## src/rtl/spi_io_pkg.sv

```systemverilog
// Shared types and constants for the quad-SPI I/O bridge.
package spi_io_pkg;
  localparam int NIBBLE_W = 4;
  localparam int BYTE_W = 8;
  localparam int SYNC_STAGES_DEFAULT = 2;

  typedef logic [NIBBLE_W-1:0] nibble_t;
  typedef logic [BYTE_W-1:0] byte_t;

  typedef enum logic {
    PHASE_HIGH,
    PHASE_LOW
  } phase_t;
endpackage

```

## src/rtl/sync_edge_detect.sv

```systemverilog
// Multi-stage synchroniser for one asynchronous pin with rise/fall detection
// on the synchronised level.
module sync_edge_detect
  import spi_io_pkg::*;
#(
  parameter int STAGES = SYNC_STAGES_DEFAULT
) (
  input  logic clk,
  input  logic reset,
  input  logic async_in,
  output logic sync_out,
  output logic rise,
  output logic fall
);

  logic [STAGES-1:0] chain;
  logic              prev;

  // NOTE: sequential state uses non-blocking assignments so every flop samples
  // the pre-edge value of its neighbour; blocking here would collapse the chain.
  always_ff @(posedge clk or posedge reset) begin
    if (reset) begin
      chain <= '0;
      prev  <= 1'b0;
    end else begin
      chain <= {chain[STAGES-2:0], async_in};
      prev  <= chain[STAGES-1];
    end
  end

  assign sync_out = chain[STAGES-1];
  assign rise     = sync_out & ~prev;
  assign fall     = ~sync_out & prev;

endmodule

```

## src/rtl/spi_qio_frontend.sv

```systemverilog
// Quad-SPI (CPOL=0/CPHA=0) pin front-end: oversampled sync, nibble<->byte
// assembly and serialisation, frame framing, all in the clk domain.
module spi_qio_frontend
  import spi_io_pkg::*;
#(
  parameter int SYNC_STAGES    = SYNC_STAGES_DEFAULT,
  parameter int MIN_OVERSAMPLE = 8
) (
  input  logic    clk,
  input  logic    reset,
  input  logic    cs,
  input  logic    sclk,
  input  nibble_t d_in,
  output nibble_t d_out,
  output logic    d_oe,
  output logic    frame_active,
  output logic    frame_start,
  output logic    frame_end,
  output logic    frame_error,
  output byte_t   rx_data,
  output logic    rx_valid,
  output logic    rx_first,
  input  logic    tx_mode,
  input  byte_t   tx_data,
  input  logic    tx_valid,
  output logic    tx_ready
);

  logic cs_sync, cs_rise, cs_fall;
  logic sclk_sync, sclk_rise, sclk_fall;

  sync_edge_detect #(.STAGES(SYNC_STAGES)) u_cs_sync (
    .clk(clk), .reset(reset), .async_in(cs),
    .sync_out(cs_sync), .rise(cs_rise), .fall(cs_fall)
  );

  sync_edge_detect #(.STAGES(SYNC_STAGES)) u_sclk_sync (
    .clk(clk), .reset(reset), .async_in(sclk),
    .sync_out(sclk_sync), .rise(sclk_rise), .fall(sclk_fall)
  );

  // Data uses the same depth as sclk so the sample lines up with sclk_rise.
  nibble_t d_sync_q [SYNC_STAGES];

  // NOTE: the small synchroniser array is reset element by element; it is a
  // register bank, not a RAM, so resetting it costs nothing special.
  always_ff @(posedge clk or posedge reset) begin
    if (reset) begin
      for (int i = 0; i < SYNC_STAGES; i++) d_sync_q[i] <= '0;
    end else begin
      d_sync_q[0] <= d_in;
      for (int i = 1; i < SYNC_STAGES; i++) d_sync_q[i] <= d_sync_q[i-1];
    end
  end

  logic    armed, first_pending, underrun, dir_q, hold_full, end_pending;
  phase_t  phase;
  nibble_t rx_hi, tx_lo;
  byte_t   hold_reg;

  // A same-cycle cs_fall takes effect before any sclk edge; cs_rise masks it.
  logic   start, stop, act_now, first_now, eff_tx, rx_evt, tx_evt;
  phase_t ph_now;

  assign start     = cs_fall & armed;
  assign stop      = cs_rise & frame_active;
  assign act_now   = (frame_active | start) & ~stop;
  assign ph_now    = start ? PHASE_HIGH : phase;
  assign first_now = start | first_pending;
  assign eff_tx    = (ph_now == PHASE_HIGH) ? tx_mode : dir_q;
  assign rx_evt    = act_now & sclk_rise & ~eff_tx;
  assign tx_evt    = act_now & sclk_fall & eff_tx;
  assign tx_ready  = ~hold_full;

  always_ff @(posedge clk or posedge reset) begin
    if (reset) begin
      armed         <= 1'b0;
      frame_active  <= 1'b0;
      first_pending <= 1'b0;
      underrun      <= 1'b0;
      dir_q         <= 1'b0;
      hold_full     <= 1'b0;
      end_pending   <= 1'b0;
      phase         <= PHASE_HIGH;
      rx_hi         <= '0;
      tx_lo         <= '0;
      hold_reg      <= '0;
      d_out         <= '0;
      d_oe          <= 1'b0;
      frame_start   <= 1'b0;
      frame_end     <= 1'b0;
      frame_error   <= 1'b0;
      rx_data       <= '0;
      rx_valid      <= 1'b0;
      rx_first      <= 1'b0;
    end else begin
      frame_start <= 1'b0;
      frame_end   <= 1'b0;
      frame_error <= 1'b0;
      rx_valid    <= 1'b0;
      rx_first    <= 1'b0;

      if (cs_sync) armed <= 1'b1;

      if (end_pending) begin
        end_pending <= 1'b0;
        frame_end   <= 1'b1;
        frame_error <= ((phase == PHASE_LOW) && !dir_q) || underrun;
      end

      if (start) begin
        frame_start   <= 1'b1;
        frame_active  <= 1'b1;
        phase         <= PHASE_HIGH;
        first_pending <= 1'b1;
        underrun      <= 1'b0;
      end

      if (stop) begin
        frame_active <= 1'b0;
        d_oe         <= 1'b0;
        end_pending  <= 1'b1;
      end

      if (rx_evt) begin
        if (ph_now == PHASE_HIGH) begin
          rx_hi <= d_sync_q[SYNC_STAGES-1];
          dir_q <= 1'b0;
          phase <= PHASE_LOW;
        end else begin
          rx_data       <= {rx_hi, d_sync_q[SYNC_STAGES-1]};
          rx_valid      <= 1'b1;
          rx_first      <= first_now;
          first_pending <= 1'b0;
          phase         <= PHASE_HIGH;
        end
      end

      if (tx_evt) begin
        d_oe <= 1'b1;
        if (ph_now == PHASE_HIGH) begin
          dir_q <= 1'b1;
          phase <= PHASE_LOW;
          if (hold_full) begin
            d_out     <= hold_reg[BYTE_W-1:NIBBLE_W];
            tx_lo     <= hold_reg[NIBBLE_W-1:0];
            hold_full <= 1'b0;
          end else begin
            d_out    <= '0;
            tx_lo    <= '0;
            underrun <= 1'b1;
          end
        end else begin
          d_out <= tx_lo;
          phase <= PHASE_HIGH;
        end
      end

      // Only loads into an empty holding register, so it never races the move.
      if (tx_valid && !hold_full) begin
        hold_reg  <= tx_data;
        hold_full <= 1'b1;
      end
    end
  end

`ifndef SYNTHESIS
  localparam int HALF_PERIOD = MIN_OVERSAMPLE / 2;

  logic       sclk_level_q;
  logic [7:0] sclk_level_cnt;

  // Each sclk level must last at least half the minimum oversampling ratio.
  always_ff @(posedge clk or posedge reset) begin
    if (reset) begin
      sclk_level_q   <= 1'b0;
      sclk_level_cnt <= '1;
    end else begin
      sclk_level_q <= sclk_sync;
      if (sclk_sync != sclk_level_q) begin
        assert (int'(sclk_level_cnt) >= HALF_PERIOD - 1);
        sclk_level_cnt <= '0;
      end else if (sclk_level_cnt != '1) begin
        sclk_level_cnt <= sclk_level_cnt + 8'd1;
      end
    end
  end
`endif

endmodule

```

## config.mk

```make
export PLATFORM = sky130hd
export DESIGN_NAME = spi_qio_frontend
export DESIGN_NICKNAME = d
export VERILOG_FILES = /design/src/rtl/spi_io_pkg.sv /design/src/rtl/sync_edge_detect.sv /design/src/rtl/spi_qio_frontend.sv
export SDC_FILE = /design/constraint.sdc
export NUM_CORES = 1
export LEC_CHECK = 0
export CORE_ASPECT_RATIO = 2
export CORE_MARGIN = 2
export CORE_UTILIZATION = 55
export DETAILED_ROUTE_END_ITERATION = 16
export GPL_ROUTABILITY_DRIVEN = 0
export GPL_TIMING_DRIVEN = 0
export PLACE_DENSITY_LB_ADDON = 0.2
export SETUP_SLACK_MARGIN = 0.2
export SYNTH_ARGS = -nofsm -noshare
export SYNTH_HDL_FRONTEND = slang
export SYNTH_SLANG_ARGS = --single-unit
export TNS_END_PERCENT = 20
```

## constraint.sdc

```tcl
create_clock -name clk -period 3.8 [get_ports clk]
set_input_delay 0.95 -clock clk [delete_from_list [all_inputs] [get_ports clk]]
set_output_delay 0.95 -clock clk [all_outputs]
set_load 0.1 [all_outputs]
```

==> impl_metrics.ini <==
[synth]
ys_types = 27
synth_seq_cells = 56
synthTopCellsByCount = dfrtp_1, mux2_2, inv_1, nand2_1, o21ai_0
synth_top_area_cell = dfrtp_1
synthArstFlopShare_pct = 100
synthCells = 146
synth-edff-count = 0
syn_nets = 166
synth_seq_area_share_pct = 67.3
yosys_most_used_dff = dfrtp_1
avgSynthCellArea_um2 = 14.3
synthTopCellsByArea = dfrtp_1, mux2_2, inv_1, nand2_1, mux2i_1
synth_most_common_cell = dfrtp_1
yosysWarnings = 0
synth_top_area_share_pct = 67.3
synth_area_um2 = 2080

[final_layout]
design_area_um2 = 2660
antenna_cells = 0
area_growth_pct = 27.9
nets = 211
layout-drive-gt1-share_pct = 22.0
fillers = 260
register_area_um2 = 1400
fin_cells = 240
multi_input_area_um2 = 613

[sta]
timing.final.crit_period_ns = 3.11
max_freq_mhz = 322
tns_ns = 0
slew_violations = 0
finalSetupViolations = 0
grt_setup_unrepaired = no
slew_headroom_pct = 35.0
worstMarginPinSlew_ns = 0.972
holdWs_ns = 0.360
post-route-period-util_pct = 81.8
skew_ns = 0.0112
hold_viol = 0

[clocking]
root_buffer = clkbuf_8
clockBufferDepth = 2
clkLatencyLatePin_ns = 0.30
htree_levels = 2
ctsResizeCount = 0
post-cts-setup-buffer-count = 0
hold_buffers = 0
cts.reportedPaths.clkPinSlew_ns = 0.10
cts_tree = built
numCtsBuffers = 5
cts_sinks = 56

[detailed_routing]
wl_per_cell_um = 14.0
route.detailed.drc = 0
m1WireLength_um = 1250
routed_via_density = 4.98
top_layer_used = met4
routed_wl_um = 3360
wl_met3_um = 107
drtIter0Drc = 15
drtAntennaViolNets = 0
route.met2.wl_um = 1970
first_pass_iters = 4
vias = 1194

[power_and_ir_drop]
pwr-share-clk_pct = 18.9
combPwrFrac_pct = 43.1
p_leak_nw = 1.24
power_density_nw_per_um2 = 857
power_frac_seq_pct = 38.0
p_int_mw = 1.32
switching_share_pct = 42.1
vdd_drop_max_mv = 0.608
power.switching_uw = 961

[worst_setup_path]
crit_required_ns = 2.85
setup.worst_path.start_class = register
path_cells = clkbuf_1, inv_1, clkdlybuf4s50_1
critPathArrivalTime_ns = 2.16
crit_buf_inv = 3
crit_family = buffers and inverters
worst-path-max-fanout = 10
crit_slowest_cell = clkdlybuf4s50_1
end_kind = output port
cpPeakStageDelay_ns = 1.13
critical_path_class = reg2out

[global_routing]
overflow = 0
grt_pass1_vias = 1281
gr-usage-all-layers_pct = 18.6
grt_pass1_wl_um = 5790
antenna_found_initial = 0
grt_max_degree = 46

[floorplan]
num_rows = 31
io_pins = 38
die_h_um = 91.0
core_area_um2 = 3610
dieWidth_um = 47.5
die-area_um2 = 4320
initial_core_util_pct = 57.7

[run_status]
outcome = completed

[placement]
io_buffers = 37
dp_hpwl_um = 2610
placed_cells = 233
place_area_um2 = 2530

[job]
max_cap_viol_count = 0

[min_path]
hp-class = reg2reg
[worst reg2reg max path, delay by kind of cell (launching register included)]
kind                       cells  cell delay [ns]
adders and majority gates      1             0.22
muxes                          1             0.39
buffers and inverters          2             0.53
DFF                            1             0.43
and+or+nand+nor                2             0.47
AOI/OAI and AO/OA              1             0.37
[cells by family (layout without fill, tap and decap cells)]
| family | Yosys count | count (layout) | synth area share [%] |
|---|---|---|---|
| mux | 28 | 28 | 14.9 |
| simple gates | 30 | 30 | 8.47 |
| compound gates | 14 | 14 | 4.87 |
| flops | 56 | 56 | 67.3 |
| buf+inv | 16 | 61 | 3.24 |
| fa+ha+maj | 2 | 2 | 1.20 |
[power groups by stage]
stage	clock network (mW)	registers, mW	logic, mW
after global placement	0	0.867	0.973
final	0.432	0.868	0.984
after CTS	0.444	0.869	0.995
after detailed placement	0	0.882	0.992
after floorplan	0	1.34	0.293
after global routing	0.467	0.892	1.04
[layout by cell type, fill, tap and decap left out, drive strengths merged, types with 2 or more instances in the layout]
master,netlist,final
clkdlybuf4s50,0,37
nor2b,2,2
ha,2,2
and3,2,2
mux2i,4,4
nand2,12,12
o21ai,8,8
mux2,24,24
clkbuf,3,8
buf,1,2
inv,12,12
dfrtp,56,56
bufinv,0,2
nand3,7,7
nor3,2,2
[path summary, 6_finish.rpt]
| check | startpoint | to | slack [ns] | cells after the start |
|---|---|---|---|---|
| max | hold_full | tx_ready | 0.69 | 3 |
| min | u_sclk_sync.chain[0] | u_sclk_sync.chain[1] | 0.36 | 0 |
| max reg2reg | u_cs_sync.chain[1] | rx_data[5] | 1.27 | 7 |
| min reg2reg | u_sclk_sync.chain[0] | u_sclk_sync.chain[1] | 0.36 | 0 |
| max in group asynchronous | reset | rx_data[1] | 2.40 | 3 |
| min in group asynchronous | reset | u_cs_sync.chain[0] | 0.89 | 2 |
[area by class of cell]
type | count | share of cell area, %
Sequential cell | 56 | 52.6
Buffer | 4 | 0.846
Inverter | 12 | 1.69
Clock inverter | 2 | 2.26
Timing Repair Buffer | 38 | 14.7
Tap cell | 49 | 2.30
Multi-Input combinational cell | 74 | 23.0
Clock buffer | 5 | 2.58
[stage by stage]
step / power (mW) / worst slack [ns] / utilization [%]
4_1_cts: 2.31 / 0.683 / 73.8
3_5_place_dp: 1.87 / 0.810 / 70.2
3_3_place_gp: 1.84 / 0.661 / 69.7
5_1_grt: 2.39 / 0.591 / 73.8
6_report: 2.28 / 0.693 / 73.8
2_1_floorplan: 1.63 / 1.12 / -
[routing by layer]
layer / track usage [%] / vias up
li1: - / 572
met2: 32.2 / 31
met1: 21.8 / 587
met4: 6.25 / 0
met3: 2.98 / 4
met5: 0 / -
Power figures use the tool's default switching activity.
